<file path="src/rtl/alu_arbiter_pkg.sv">
// alu_arbiter_pkg
// Shared header for the ALU arbiter slice. It holds the ALU op-code
// encoding used by the requesters and by the shared ALU, the arbiter FSM
// state encoding, and the requester index values.
// No ports; import with "import alu_arbiter_pkg::*;".
package alu_arbiter_pkg;

  // ALU op-code encoding. The arbiter passes these through without decoding;
  // they are listed here so requesters, the ALU and benches share one copy.
  localparam logic [3:0] ALU_AND = 4'b0000;
  localparam logic [3:0] ALU_OR  = 4'b0001;
  localparam logic [3:0] ALU_ADD = 4'b0010;
  localparam logic [3:0] ALU_SUB = 4'b0110;
  localparam logic [3:0] ALU_SLT = 4'b0111;
  localparam logic [3:0] ALU_NOR = 4'b1100;

  // Arbiter FSM states.
  typedef enum logic [1:0] {
    IDLE = 2'd0,
    EXEC = 2'd1,
    RESP = 2'd2
  } state_t;

  // Requester indices, as stored in the last-grant and current-owner registers.
  localparam logic REQ_0 = 1'b0;
  localparam logic REQ_1 = 1'b1;

endpackage

</file>
<file path="src/rtl/alu_arbiter.sv">
// alu_arbiter
// Shares one external combinational ALU between two requesters. A request
// is granted in IDLE (round robin on ties), its operands are latched and
// driven onto the ALU bus, the ALU result is captured one cycle later, and
// a one-cycle Valid pulse announces it. One operation per three cycles.
//
// Ports
//   CLK                    clock, all state updates on the rising edge
//   Reset                  synchronous active-high reset
//   Req0/Req1              requester asks for one ALU operation
//   Ctrl0/Ctrl1 [3:0]      requester ALU op code (passed through opaque)
//   A0/A1, B0/B1 [W-1:0]   requester operands
//   Gnt0/Gnt1              combinational: request accepted at this edge
//   Valid0/Valid1          one-cycle pulse, result on Result/Zero
//   Result0/Result1        registered ALU result per requester
//   Zero0/Zero1            registered ALU zero flag per requester
//   ALUBusA/ALUBusB/ALUCtrl  operand registers driving the shared ALU
//   ALUResult/ALUZero      combinational outputs of the shared ALU
//   Busy                   high whenever the FSM is not in IDLE
module alu_arbiter
  import alu_arbiter_pkg::*;
#(
  parameter int WIDTH = 32
) (
  input  logic             CLK,
  input  logic             Reset,
  input  logic             Req0,
  input  logic             Req1,
  input  logic [3:0]       Ctrl0,
  input  logic [3:0]       Ctrl1,
  input  logic [WIDTH-1:0] A0,
  input  logic [WIDTH-1:0] A1,
  input  logic [WIDTH-1:0] B0,
  input  logic [WIDTH-1:0] B1,
  output logic             Gnt0,
  output logic             Gnt1,
  output logic             Valid0,
  output logic             Valid1,
  output logic [WIDTH-1:0] Result0,
  output logic [WIDTH-1:0] Result1,
  output logic             Zero0,
  output logic             Zero1,
  output logic [WIDTH-1:0] ALUBusA,
  output logic [WIDTH-1:0] ALUBusB,
  output logic [3:0]       ALUCtrl,
  input  logic [WIDTH-1:0] ALUResult,
  input  logic             ALUZero,
  output logic             Busy
);

  state_t state;
  logic   last_gnt;
  logic   cur_idx;
  logic   pick0;
  logic   pick1;

  // Round-robin picker: only in IDLE and never while Reset is high. On a tie
  // the requester that did not win last time is chosen.
  always_comb begin
    pick0 = 1'b0;
    pick1 = 1'b0;
    if (state == IDLE && !Reset) begin
      if (Req0 && Req1) begin
        if (last_gnt == REQ_1) begin
          pick0 = 1'b1;
        end else begin
          pick1 = 1'b1;
        end
      end else begin
        pick0 = Req0;
        pick1 = Req1;
      end
    end
  end

  assign Gnt0 = pick0;
  assign Gnt1 = pick1;

  // Single FSM block. The operand registers double as the ALU bus drivers
  // and keep their values after the operation completes; results are held
  // per requester until that requester's next result.
  always_ff @(posedge CLK) begin
    if (Reset) begin
      state    <= IDLE;
      last_gnt <= REQ_1;
      cur_idx  <= REQ_0;
      ALUCtrl  <= '0;
      ALUBusA  <= '0;
      ALUBusB  <= '0;
      Result0  <= '0;
      Result1  <= '0;
      Zero0    <= 1'b0;
      Zero1    <= 1'b0;
      Valid0   <= 1'b0;
      Valid1   <= 1'b0;
      Busy     <= 1'b0;
    end else begin
      Valid0 <= 1'b0;
      Valid1 <= 1'b0;
      case (state)
        IDLE: begin
          if (pick0 || pick1) begin
            cur_idx  <= pick1 ? REQ_1 : REQ_0;
            last_gnt <= pick1 ? REQ_1 : REQ_0;
            ALUCtrl  <= pick1 ? Ctrl1 : Ctrl0;
            ALUBusA  <= pick1 ? A1 : A0;
            ALUBusB  <= pick1 ? B1 : B0;
            state    <= EXEC;
            Busy     <= 1'b1;
          end
        end
        EXEC: begin
          if (cur_idx == REQ_0) begin
            Result0 <= ALUResult;
            Zero0   <= ALUZero;
            Valid0  <= 1'b1;
          end else begin
            Result1 <= ALUResult;
            Zero1   <= ALUZero;
            Valid1  <= 1'b1;
          end
          state <= RESP;
        end
        RESP: begin
          state <= IDLE;
          Busy  <= 1'b0;
        end
        default: begin
          state <= IDLE;
          Busy  <= 1'b0;
        end
      endcase
    end
  end

endmodule

</file>
<file path="config.mk">
export PLATFORM = sky130hd
export DESIGN_NAME = alu_arbiter
export DESIGN_NICKNAME = d
export VERILOG_FILES = /design/src/rtl/alu_arbiter_pkg.sv /design/src/rtl/alu_arbiter.sv
export SDC_FILE = /design/constraint.sdc
export NUM_CORES = 1
export LEC_CHECK = 0
export CAP_MARGIN = 10
export CORE_MARGIN = 8
export CORE_UTILIZATION = 42
export CTS_CLUSTER_DIAMETER = 60
export CTS_CLUSTER_SIZE = 25
export DETAILED_ROUTE_END_ITERATION = 7
export GPL_TIMING_DRIVEN = 0
export PLACE_DENSITY_LB_ADDON = 0.25
export SYNTH_ARGS = -nofsm -noshare
export SYNTH_HDL_FRONTEND = slang
export SYNTH_SLANG_ARGS = --single-unit
export TNS_END_PERCENT = 100
</file>
<file path="constraint.sdc">
create_clock -name CLK -period 3.2 [get_ports CLK]
set_clock_uncertainty 0.15 [all_clocks]
set_input_delay 0.64 -clock CLK [delete_from_list [all_inputs] [get_ports CLK]]
set_output_delay 0.64 -clock CLK [all_outputs]
set_load 0.02 [all_outputs]
</file>
; ---- Word level (Yosys, flattened, before mapping)
; Cells that the tools add are included.
; Widths: inputs -> output; s select.
[op_classes]
n_bitwise = 2
n_reduce_logical = 10
muxes = 16
n_eq_ne = 2
[ops]
columns = cell, count
row1 = $mux 32, 2
row2 = $mux 1, 10
row3 = $reduce_and 2->1, 4
row4 = $mux 4, 1
row5 = $pmux 2 s2, 1
row6 = $eq 2x1->1 const B, 1
row7 = $logic_and 1x1->1, 2
row8 = $logic_not 2->1, 1
row9 = $mux 2, 1
row10 = $ne 2x1->1 const B, 1
row11 = $not 1->1, 2
row12 = $pmux 1 s2, 1
row13 = $reduce_or 2->1, 1
row14 = $logic_not 1->1, 1
row15 = $logic_or 1x1->1, 1
[word_totals]
output_inout_bits = 139
reg_bits = 141
elab_cells = 43
inputBits = 173

; ---- Logic depth before layout (Yosys ltp)
[logic_depth]
word_depth = 6
mapped_depth = 7
depth_no_buf = 3

; ---- Worst setup path after synthesis
; OpenSTA, ideal clock, no wires.
[synth_timing]
path_kind = input port to output port
from = in Reset
to = out Gnt0
required_time_ps = 2410
path_slack_ps = 470
stages = 5
path_buffers = 3
t_arrival_ps = 1940
path_cell_list = buf_2 -> or3_1 -> buf_2 -> buf_2 -> nor3b_1
[synth_via]
elab_chain_len = 3
[synth_rtl]
columns = item, line_no
row1 = start: declaration, alu_arbiter.sv:26  ; input logic Reset,
row2 = $logic_not 1->1, alu_arbiter.sv:62  ; if (state == IDLE && !Reset) begin
row3 = $logic_and 1x1->1, alu_arbiter.sv:62
row4 = $mux 1, alu_arbiter.sv:62
row5 = end: declaration, alu_arbiter.sv:35  ; output logic Gnt0,
; No other way between the ends.

; ---- Worst setup path after layout
[layout_timing]
from = reg state[1]
to = out Gnt0
[layout_via]
elab_chain_len = 3
[layout_rtl]
columns = item, line_no
row1 = start: declaration, alu_arbiter.sv:51  ; state_t state;
row2 = start signal: assignment, alu_arbiter.sv:84  ; state <= IDLE;
row3 = start signal: assignment, alu_arbiter.sv:108  ; state <= EXEC;
row4 = start signal: assignment, alu_arbiter.sv:122  ; state <= RESP;
row5 = $logic_not 2->1, alu_arbiter.sv:62
row6 = $logic_and 1x1->1, alu_arbiter.sv:62
row7 = $mux 1, alu_arbiter.sv:62
; No other way between the ends.

==> out/metrics.yaml <==
ctsHtreeMaxLevel: 4
synth.mux.area_fraction: 0
synth-simple-area-share: 0.1663
ys_seq_area_frac: 0.4842
wl_per_cell_um: 19.27
routabilityCongestion: 0.8253
placed_area_um2: 9158
synth_nets: 893
netlist_area_um2: 5829
pwr-share-clk: 0.390
dpl.hpwl_um: 18410
min_period_over_period: 0.9583
endpoint_kind: "output pin"
synth-main-ff-cell: "dfxtp_1"
grt_start_max_net_pins: 17
cts_buffers: 17
start_kind: "flip-flop"
p_int_mw: 3.579
clock_sinks: 141
ys_types: 28
p_switching_mw: 1.431
swShare: 0.2856
clockBufferDepth: 2
share_comb_of_total_power: 0.223
r2r-end: "ALUBusA[20]"
grt_pass1_wl_um: 36470
vias: 6746
drc: 0
ys_ff_latch: 141
max_slew.worst_pin.slew_ns: 0.5179
synth_most_common_cell: "dfxtp_1"
r2r_start: "last_gnt"
portBuffers: 310
num_rows: 43
dieArea_um2: 17910
critPathMaxStageDelay_ns: 0.39
fillCellCount: 1108
seqPwrFrac: 0.387
critPathMaxFanout: 10
antenna_found_initial: 1
maxSlewHeadroom: 0.6548
max-vdd-ir-drop_mv: 0.3470
yosys.area.top_type: "dfxtp_1"
core_um2: 13720
avgSynthCellArea_um2: 8.096
grt_pass1_vias: 6732
drive_gt1_frac: 0.07439
critPathArrivalTime_ns: 2.28
critPathSlowestCell: "dlygate4sd2_1"
drtIter0Drc: 430
cts_tree: "yes"
avgViaCountPerCell: 5.427
root_buffer: "clkbuf_16"
synthToLayoutAreaGrowth_pct: 67.35
postLayoutCellArea_um2: 9756
synth_xor_area_frac: 0
cp_common_cell: "buf_2"
synth_compound_area_frac: 0.2835
die_w_um: 133.8
grt_usage: 0.2584
rsz0062_at_grt: "false"
clk_pin_slew_worst_paths_ns: 0.06
period_minus_slack_ns: 3.067
path_cells: "buf_2 > or3_1 > buf_2 > buf_2 > nor3b_1 > dlygate4sd2_1"
yosys.area.top_type_share: 0.4842
powerDensity_nw_per_um2: 513.5
synth-async-reset-ratio: 0
syn-instance-count: 720
cp_data_required_time_ns: 2.41
postRouteAntennaNets: 0
status: "complete, no violations"
synth.area.top_cells: "dfxtp_1, a21oi_1, a311oi_1"
drv_cap: 0
fmax_mhz: 326.1
fp.dieH_um: 133.8
critical_path_class: "reg -> out"
synth_commonest_cells: "dfxtp_1, a21oi_1, nand2_1"
initial_core_util: 0.4249
clock_latency_ns: 0.42
grt-ovfl-total: 0
leakage_nw: 3.333
synth_top_family_by_area: "compound AO/OA/AOI/OAI gates"
drt_wl_total_um: 23950
r2r_cells: 5
fin_util: 0.7111
io_pins: 312
min_path_type: "reg -> reg"
worst_hold_startpoint: "Result1[0]"
synth.yosys.warnings: 0
synthAdderAreaFrac: 0
setup_violations: 0
hold_viol: 0
crit_start: "state[1]"
whs_path_depth: 2
power_mw: 5.009
min_to: "Result1[0]"
synth_edf_count: 0
reg2reg_slack_ns: 1.21
first_pass_iters: 6
finalNetCount: 1222
drv_slew: 0
[cells in the final DEF, fill, tap and decap left out, drive strengths merged, types with 2 or more instances in the layout]
cell type / n
dfxtp: 141
a21oi: 136
nor2: 6
nor2b: 2
clkinvlp: 3
nor3b: 3
nand2: 134
clkdlybuf4s50: 308
nand3: 68
clkinv: 6
buf: 36
o21ai: 69
inv: 3
clkbuf: 66
bufinv: 2
a311oi: 68
[timing repair]
action | in CTS | in global routing
gates resized for setup | 5 | 0
setup buffers | 0 | 1
pin swaps | 1 | 0
hold buffers | 0 | 0
setup endpoints to repair | 2 | 1
[state kept, by name, summed over array words and instances, names as in the netlist]
signal / flops
Result1: 32
ALUBusB: 32
ALUBusA: 32
state: 2
Valid1: 1
Result0: 32
Zero0: 1
Valid0: 1
last_gnt: 1
Busy: 1
cur_idx: 1
Zero1: 1
ALUCtrl: 4
[worst max-delay path, delay by kind of cell (launching register included)]
| kind | cells | cell delay (ns) |
|---|---|---|
| DFF | 1 | 0.30 |
| buffers and inverters | 4 | 1.01 |
| and+or+nand+nor | 2 | 0.54 |
[power by group through the flow]
stage | registers [mW] | clock network (mW) | logic [mW]
6_report | 1.94 | 1.95 | 1.12
5_1_grt | 1.95 | 2.05 | 1.20
4_1_cts | 1.94 | 1.97 | 1.12
3_5_place_dp | 1.97 | 0 | 1.11
3_3_place_gp | 1.97 | 0 | 1.10
2_1_floorplan | 2.11 | 0 | 0.380
[routing by layer]
metal  up-vias  track usage  routed length, µm
met4         0       0.1079                811
met3        50      0.09910               2440
met2       341       0.4490              11820
li1       3256            -                  -
met1      3099       0.2751               8886
met5         -            0                  0
[worst max-delay path by stage]
stage | end | slack [ns] | cells after the start
4_1_cts | Gnt1 | 0.01 | 7
5_1_grt | Gnt0 | 0.05 | 6
3_3_place_gp | Gnt1 | -0.42 | 7
2_1_floorplan | Gnt0 | 0.47 | 5
3_5_place_dp | Gnt1 | -0.41 | 7
6_report | Gnt0 | 0.13 | 6
[metrics by stage]
step,TNS (ns),setup slack (ns),hold slack [ns],cells
finish,0,0.1334,0.3033,1243
global route,0,0.05187,0.3194,1243
CTS,0,0.01205,0.3039,1242
detailed placement,-0.4080,-0.4080,0.2958,1210
global placement,-0.4187,-0.4162,0.2904,1210
floorplan,0,0.4701,0.3447,720
[final cells by class]
type	instances	area, µm²	share of cell area
clock inverter	13	141.4	0.01449
timing repair buffer	311	3109	0.3187
buffer	82	377.9	0.03873
sequential	141	2823	0.2893
clock buffer	19	442.9	0.04540
antenna	1	2.502	0.0002565
inverter	1	3.754	0.0003848
multi-input combinational	495	2630	0.2696
tap	180	225.2	0.02309
[logic make-up after synthesis]
logic type / after synthesis
AOI/OAI and AO/OA: 276
DFF: 141
buffers and inverters: 84
and+or+nand+nor: 219
Power figures use the tool's default switching activity.
